<file path="src/rtl/decode_issue_sequencer.sv">
// decode_issue_sequencer: instruction FIFO, opcode/immediate decode and registered issue slot with load-use bubbles.
// Optional DECODE_ILLEGAL_CHECK_EN drives id_illegal_o for unmapped opcodes.
module decode_issue_sequencer #(
  parameter int DATA_WIDTH = 32,
  parameter int FIFO_DEPTH = 2,
  parameter int STALL_CW   = 16
) (
  input  logic                  clk_i,
  input  logic                  rst_i,
  input  logic                  if_valid_i,
  output logic                  if_ready_o,
  input  logic [DATA_WIDTH-1:0] if_instr_i,
  input  logic [DATA_WIDTH-1:0] if_pc_i,
  output logic                  id_valid_o,
  input  logic                  id_ready_i,
  output logic [DATA_WIDTH-1:0] id_instr_o,
  output logic [DATA_WIDTH-1:0] id_pc_o,
  output logic [DATA_WIDTH-1:0] id_imm_o,
  output logic [2:0]            id_imm_sel_o,
  output logic                  id_illegal_o,
  input  logic                  ex_is_load_i,
  input  logic [4:0]            ex_rd_i,
  input  logic                  flush_i,
  output logic [STALL_CW-1:0]   stall_cnt_o
);
  localparam int DW = DATA_WIDTH;
  localparam int PW = $clog2(FIFO_DEPTH);
  localparam int CW = PW + 1;

  typedef enum logic [2:0] {SEL_NONE = 3'd0, SEL_I, SEL_S, SEL_B, SEL_U, SEL_J} imm_sel_e;

  logic [2*DW-1:0]   mem_q [FIFO_DEPTH];
  logic [2*DW-1:0]   mem_d [FIFO_DEPTH];
  logic [PW-1:0]     wr_ptr_q, wr_ptr_d, rd_ptr_q, rd_ptr_d;
  logic [CW-1:0]     count_q, count_d;
  logic              id_valid_q, id_valid_d;
  logic [DW-1:0]     id_instr_q, id_instr_d, id_pc_q, id_pc_d, id_imm_q, id_imm_d;
  logic [2:0]        id_imm_sel_q, id_imm_sel_d;
  logic              id_illegal_q, id_illegal_d;
  logic [STALL_CW-1:0] stall_q, stall_d;

  logic [DW-1:0] head_instr, head_pc, imm;
  logic [6:0]    op;
  imm_sel_e      sel;
  logic          illegal, uses_rs1, uses_rs2, hazard;
  logic          ready, slot_free, nonempty, push, advance, bubble;

  assign head_pc    = mem_q[rd_ptr_q][2*DW-1:DW];
  assign head_instr = mem_q[rd_ptr_q][DW-1:0];
  assign op         = head_instr[6:0];

  always_comb begin
    case (op)
      7'b0000011, 7'b0010011, 7'b1100111, 7'b1110011, 7'b0001111: sel = SEL_I;
      7'b0100011:             sel = SEL_S;
      7'b1100011:             sel = SEL_B;
      7'b0110111, 7'b0010111: sel = SEL_U;
      7'b1101111:             sel = SEL_J;
      default:                sel = SEL_NONE;
    endcase
  end

`ifdef DECODE_ILLEGAL_CHECK_EN
  assign illegal = !(op inside {7'b0000011, 7'b0010011, 7'b1100111, 7'b1110011, 7'b0001111,
                                7'b0100011, 7'b1100011, 7'b0110111, 7'b0010111, 7'b1101111,
                                7'b0110011}) || head_instr[1:0] != 2'b11;
`else
  assign illegal = 1'b0;
`endif

  assign imm = sel == SEL_I ? {{(DW-11){head_instr[31]}}, head_instr[30:20]} :
               sel == SEL_S ? {{(DW-11){head_instr[31]}}, head_instr[30:25], head_instr[11:7]} :
               sel == SEL_B ? {{(DW-12){head_instr[31]}}, head_instr[7], head_instr[30:25], head_instr[11:8], 1'b0} :
               sel == SEL_U ? {{(DW-31){head_instr[31]}}, head_instr[30:12], 12'b0} :
               sel == SEL_J ? {{(DW-20){head_instr[31]}}, head_instr[19:12], head_instr[20], head_instr[30:21], 1'b0} :
                              '0;

  // NONE covers R-type and unmapped encodings, so both sources are treated as read
  assign uses_rs1 = !(sel == SEL_U || sel == SEL_J);
  assign uses_rs2 = sel == SEL_NONE || sel == SEL_S || sel == SEL_B;
  assign hazard   = ex_is_load_i && ex_rd_i != 5'd0 &&
                    ((uses_rs1 && head_instr[19:15] == ex_rd_i) || (uses_rs2 && head_instr[24:20] == ex_rd_i));

  assign ready     = !rst_i && count_q < CW'(FIFO_DEPTH);
  assign slot_free = !id_valid_q || id_ready_i;
  assign nonempty  = count_q != '0;
  assign push      = if_valid_i && ready && !flush_i;
  assign advance   = slot_free && nonempty && !hazard && !flush_i;
  assign bubble    = slot_free && nonempty && hazard && !flush_i;

  always_comb begin
    mem_d = mem_q;
    if (push) mem_d[wr_ptr_q] = {if_pc_i, if_instr_i};
    wr_ptr_d     = flush_i ? '0 : wr_ptr_q + PW'(push);
    rd_ptr_d     = flush_i ? '0 : rd_ptr_q + PW'(advance);
    count_d      = flush_i ? '0 : count_q + CW'(push) - CW'(advance);
    id_valid_d   = !flush_i && (advance || (id_valid_q && !id_ready_i));
    id_instr_d   = flush_i ? '0 : advance ? head_instr : id_instr_q;
    id_pc_d      = flush_i ? '0 : advance ? head_pc : id_pc_q;
    id_imm_d     = flush_i ? '0 : advance ? imm : id_imm_q;
    id_imm_sel_d = flush_i ? '0 : advance ? sel : id_imm_sel_q;
    id_illegal_d = flush_i ? 1'b0 : advance ? illegal : id_illegal_q;
    stall_d      = bubble && !(&stall_q) ? stall_q + STALL_CW'(1) : stall_q;
  end

  always_ff @(posedge clk_i) mem_q <= mem_d;

  always_ff @(posedge clk_i) begin
    if (rst_i) begin
      wr_ptr_q     <= '0;
      rd_ptr_q     <= '0;
      count_q      <= '0;
      id_valid_q   <= 1'b0;
      id_instr_q   <= '0;
      id_pc_q      <= '0;
      id_imm_q     <= '0;
      id_imm_sel_q <= '0;
      id_illegal_q <= 1'b0;
      stall_q      <= '0;
    end else begin
      wr_ptr_q     <= wr_ptr_d;
      rd_ptr_q     <= rd_ptr_d;
      count_q      <= count_d;
      id_valid_q   <= id_valid_d;
      id_instr_q   <= id_instr_d;
      id_pc_q      <= id_pc_d;
      id_imm_q     <= id_imm_d;
      id_imm_sel_q <= id_imm_sel_d;
      id_illegal_q <= id_illegal_d;
      stall_q      <= stall_d;
    end
  end

  assign if_ready_o   = ready;
  assign id_valid_o   = id_valid_q;
  assign id_instr_o   = id_instr_q;
  assign id_pc_o      = id_pc_q;
  assign id_imm_o     = id_imm_q;
  assign id_imm_sel_o = id_imm_sel_q;
  assign id_illegal_o = id_illegal_q;
  assign stall_cnt_o  = stall_q;
endmodule

</file>
<file path="config.mk">
export PLATFORM = sky130hd
export DESIGN_NAME = decode_issue_sequencer
export DESIGN_NICKNAME = d
export VERILOG_FILES = /design/src/rtl/decode_issue_sequencer.sv
export SDC_FILE = /design/constraint.sdc
export NUM_CORES = 1
export LEC_CHECK = 0
export BUFFER_PORTS_ARGS = -buffer_cell sky130_fd_sc_hd__buf_2
export CAP_MARGIN = 0
export CORE_ASPECT_RATIO = 1.5
export CORE_MARGIN = 4
export CORE_UTILIZATION = 55
export DETAILED_ROUTE_END_ITERATION = 7
export GPL_TIMING_DRIVEN = 0
export PLACE_DENSITY = 0.78
export SLEW_MARGIN = 20
export SYNTH_ARGS = -nofsm -noshare
export SYNTH_HDL_FRONTEND = slang
export SYNTH_SLANG_ARGS = --single-unit
</file>
<file path="constraint.sdc">
create_clock -name clk_i -period 8.62 [get_ports clk_i]
set_clock_uncertainty 0.2 [all_clocks]
set_input_delay 1.724 -clock clk_i [delete_from_list [all_inputs] [get_ports clk_i]]
set_output_delay 1.724 -clock clk_i [all_outputs]
set_load 0.03 [all_outputs]
</file>
After elaboration in Yosys (flattened, before gate mapping)
Index checks and enable logic that the tools add are counted.

Bits in read-only memories: 0. Bits in latches: 0. Memories kept: 0. Memory bits (writable): 0. Word-level logic and storage cells: 87. Output and inout bits: 118. Bits in registers: 248. Input port bits: 75.

$add $sub $neg: 5. Multipliers: 0. Eq/ne operators: 17. Div/mod/pow operators: 0. Reduce and logical (&&, ||, !) cells: 36. $lt $le $gt $ge: 4. Shift operators: 0. Bitwise operators: 2. Muxes and demuxes: 12.

Operators by type and width (number): two-way mux 64 bit (4); two-way mux 32 bit (5); bitwise mux 128 bit (1); demux 64 bit (select 1 bit) (1); == test 7 bit (second input constant) (4); adder 16 x 1 -> 16 bit (second input constant) (1); logical AND 1 bit (16); AND reduction 16 bit (1); one-hot mux 3 bit (5 select lines) (1); == test 7 x 5 -> 1 bit (second input constant) (2); == test 7 x 6 -> 1 bit (second input constant) (2); == test 5 bit (2); == test 7 x 2 -> 1 bit (second input constant) (1); == test 7 x 4 -> 1 bit (second input constant) (1); logical NOT 1 bit (7); == test 3 x 2 -> 1 bit (second input constant) (2); == test 3 bit (second input constant) (2); logical OR 1 bit (6); nonzero test 5 bit (1); OR reduction 5 bit (1); greater-or-equal comparator 2 bit (second input constant) (2); inverter 1 -> 2 bit (2); OR reduction 2 bit (2); == test 3 x 1 -> 1 bit (second input constant) (1); 7 further kinds (8).

Longest topological paths before layout
Word-level depth: 18. Mapped depth: 16. Mapped depth without buffers: 12.

Worst setup path after synthesis
Ideal clock, no wire load.

Path kind: input to register. From: input port rst_i. To: register mem_q[0] (netlist name) (enable). Slack: 3.976 ns. Stages: 3. Library setup time: 0.429 ns. Arrival time: 4.015 ns. Path through: clkbuf_1 -> nor4b_1 -> ha_1.

Longest elaborated chain between the ends: 4.

Ends and longest elaborated chain: from (decl) (line 9) `input logic rst_i,`; logical NOT 1 bit (line 84) `assign ready = !rst_i && count_q < CW'(FIFO_DEPTH);`; logical AND 1 bit (line 84); logical AND 1 bit (2 in a row) (line 87) `assign push = if_valid_i && ready && !flush_i;`; to (signal assigned) (line 106) `always_ff @(posedge clk_i) mem_q <= mem_d;`; to (decl) (line 32) `logic [2*DW-1:0] mem_q [FIFO_DEPTH];`.

No other way between the ends. A chain may end at the register's enable or synchronous reset.

Worst setup path in the final report
From: input port ex_rd_i[1]. To: register count_q[1].

Longest elaborated chain between the ends: 8.

Ends and longest elaborated chain: from (decl) (line 22) `input logic [4:0] ex_rd_i,`; == test 5 bit (line 82) `((uses_rs1 && head_instr[19:15] == ex_rd_i) || (uses_rs2 && head_instr[24:20] == ex_rd_i));`; logical AND 1 bit (line 82); logical OR 1 bit (line 82); logical AND 1 bit (*) (line 81) `assign hazard = ex_is_load_i && ex_rd_i != 5'd0 &&`; logical NOT 1 bit (*) (line 88) `assign advance = slot_free && nonempty && !hazard && !flush_i;`; logical AND 1 bit (*) (2 in a row) (line 88); net advance (line 46) `logic ready, slot_free, nonempty, push, advance, bubble;`; subtractor 2 x 1 -> 2 bit (*) (line 96) `count_d = flush_i ? '0 : count_q + CW'(push) - CW'(advance);`; to (signal assigned) (line 123) `count_q <= count_d;`; to (decl) (line 35) `logic [CW-1:0] count_q, count_d;`.

Mark *: on every way through the listed nets, which the timed path passes. The rest lies on a longest branch.

==> flow_summary.yaml <==
outcome:
  status: "finished, final reports clean"
timing:
  hold_slack_ps: 257
  hold_viol: 0
  grt_setup_unrepaired: "false"
  report.final.slew_viol_count: 0
  setup_viol: 0
  final.period_utilization: 0.617
  fmax_mhz: 188
  worst-slew-pin-transition_ps: 957
  tns_ps: 0
  setup_ws_ps: 3300
  fin_crit_ps: 5320
  slew_headroom: 0.354
cts:
  clk-insertion-delay-late_ps: 510
  cts_num_sinks: 248
  cts_tree: "yes"
  clock_path_buffers: 3
  root_buffer: "clkbuf_16"
  path_clk_slew_ps: 70
  cts_hold_buf: 0
  h-tree-depth: 1
  postCtsSetupBuffers: 0
  numCtsBuffers: 22
  post_cts_resized: 0
yosys:
  yosysTopAreaCell: "edfxtp_1"
  synth_cell_types: 53
  ys_ff_latch: 248
  yosys-top-cells-area: "edfxtp_1 (39%), dfxtp_1 (25%), mux2i_1 (6.1%)"
  syn_inst: 806
  synth.most_common_cell: "edfxtp_1"
  ys_seq_area_frac: 0.637
  synth_edf_count: 128
  ys.flop_type: "edfxtp_1"
  synth.avg_cell_area_um2: 12.2
  postSynth.asyncResetShare: 0
  syn_area_um2: 9800
  yosys_warnings: 0
  synth_commonest_cells: "edfxtp_1 (128), dfxtp_1 (120), a21oi_1 (109), a211oi_1 (76), mux2i_1 (60)"
  syn_nets: 886
  synth_top_cell_area_share: 0.392
cells_and_area:
  fillers: 1340
  final_layout_size_suffix_gt1_frac: 0.262
  area_delta_synth_final_pct: 20.9
  multiInputGateArea_um2: 3300
  fin_area_um2: 11900
  diodes: 0
  num-nets-final: 1104
  seq_area_um2: 6250
route:
  dr.pass1.iters: 5
  ant_nets: 0
  drt_iter0_drc: 605
  via_per_inst: 5.85
  drt_drc_violations_left: 0
  num_vias: 7330
  routedWlPerCell_um: 19.7
  wl_mm: 24.7
worst_setup_path:
  path_max_fanout: 10
  crit_required_ps: 8790
  max_stage_delay_ps: 740
  path_class: "in -> reg"
  crit_path_frequent_cell: "buf_2"
  path_cells: "buf_2 > or4_1 > o21ai_0 > nor4_2 > o211ai_1 > a31oi_2 > nor2_1 > buf_2 > buf_2 > ha_1 > inv_1 > ha_1 > xor2_1 > xnor2_1 > nor2_1"
  cp-startpoint: "ex_rd_i[1]"
  r2r_start: "rd_ptr_q$_SDFF_PP0_"
  critPathLaunchType: "input port"
  arrival_ps: 5490
  worstSetupEndpointType: "flop"
  crit_slowest_cell: "nor2_1"
global_routing:
  grtUsageTotal: 0.245
  overflow: 0
  grt_max_degree: 34
  grt_pass1_wl_mm: 38.1
  antenna_found_initial: 1
  grt_pass1_vias: 7273
floorplan:
  die_h_um: 172
  die_x_um: 117
  rows: 59
  dieArea_um2: 20100
  initial_core_util: 0.563
  core_area_um2: 17400
  io_pins: 193
place:
  pre_cts_ws_ps: 2880
  port_buffers: 191
  place_hpwl_mm: 18.1
  placed_area_um2: 11100
  place.gp.congestion: 0.912
pwr:
  max-vdd-ir-drop_v: 0.000202
  p_leak_nw: 4.29
  power_density_nw_per_um2: 202
worst_hold_path:
  min_path_type: "reg -> reg"
  min_from: "id_imm_o[7]$_SDFFE_PP0P_"
flow_run:
  cap_violations: 0
## critical path, delay by kind of cell
kind	cells	cell delay, ps
buf+inv	4	860
fa+ha+maj	2	400
simple gates	4	1430
compound gates	3	730
xor+xnor	2	330
## cells by family (layout without fill, tap and decap cells)
group / count (synthesis) / in the layout / share of synthesized area
AOI/OAI and AO/OA: 237 / 237 / 0.150
xor gates and xnor gates: 12 / 12 / 0.0107
adders and majority gates: 6 / 6 / 0.00740
buffers and inverters: 64 / 298 / 0.0295
DFF: 248 / 248 / 0.637
muxes: 73 / 73 / 0.0798
other: 1 / 1 / 0.000383
and+or+nand+nor: 165 / 165 / 0.0851
## stage by stage
stage / total power [mW] / instances / utilization
floorplan: 1.36 / 806 / -
global placement: 1.41 / 1210 / 0.633
detailed placement: 1.41 / 1213 / 0.637
CTS: 2.41 / 1253 / 0.680
global route: 2.48 / 1253 / 0.680
finish: 2.40 / 1253 / 0.680
## metal layers
metal,vias to the layer above,wire length (µm),global-route usage
li1,3500,-,-
met1,3482,9500,0.291
met2,285,12500,0.423
met3,61,1760,0.0514
met4,2,1010,0.107
met5,-,7,0
## power breakdown
part / internal, mW / switching, mW / leakage (nW)
registers: 1.26 / 0.00577 / 2.13
logic: 0.0416 / 0.0840 / 1.80
clock network: 0.587 / 0.425 / 0.367
## worst paths after layout
path                                   end  slack (ps)  cells after the start
setup / recovery     count_q[1]$_SDFF_PP0_        3300                     15
hold / removal    id_imm_o[7]$_SDFFE_PP0P_         260                      2
setup reg to reg     count_q[1]$_SDFF_PP0_        3900                     15
hold reg to reg   id_imm_o[7]$_SDFFE_PP0P_         260                      2
## layout make-up
cell class	count	area share
sequential	248	0.527
multi-input combinational	494	0.278
timing repair buffer	194	0.0847
clock buffer	26	0.0504
buffer	59	0.0228
tap	213	0.0225
clock inverter	14	0.0129
inverter	5	0.00158
## flip-flops by register name, summed over array words and instances (netlist names)
name and count:
id_imm_o 32, id_instr_o 32, wr_ptr_q 1, id_valid_o 1, count_q 2, id_imm_sel_o 3, mem_q 128, rd_ptr_q 1
id_pc_o 32, stall_cnt_o 16
## placed cells by master, fill, tap and decap left out, drive strengths merged, types with 12 or more instances in the layout
cell / synthesis / routed
buf: 27 / 221
edfxtp: 128 / 128
dfxtp: 120 / 120
a21oi: 109 / 109
a211oi: 76 / 76
mux2i: 67 / 67
clkbuf: 32 / 58
nor2: 45 / 45
nand2: 31 / 31
nor3: 20 / 20
or4: 19 / 19
o21ai: 17 / 17
nand3: 16 / 16
o31ai: 12 / 12
Note: power is estimated with default switching activity, not from simulation.
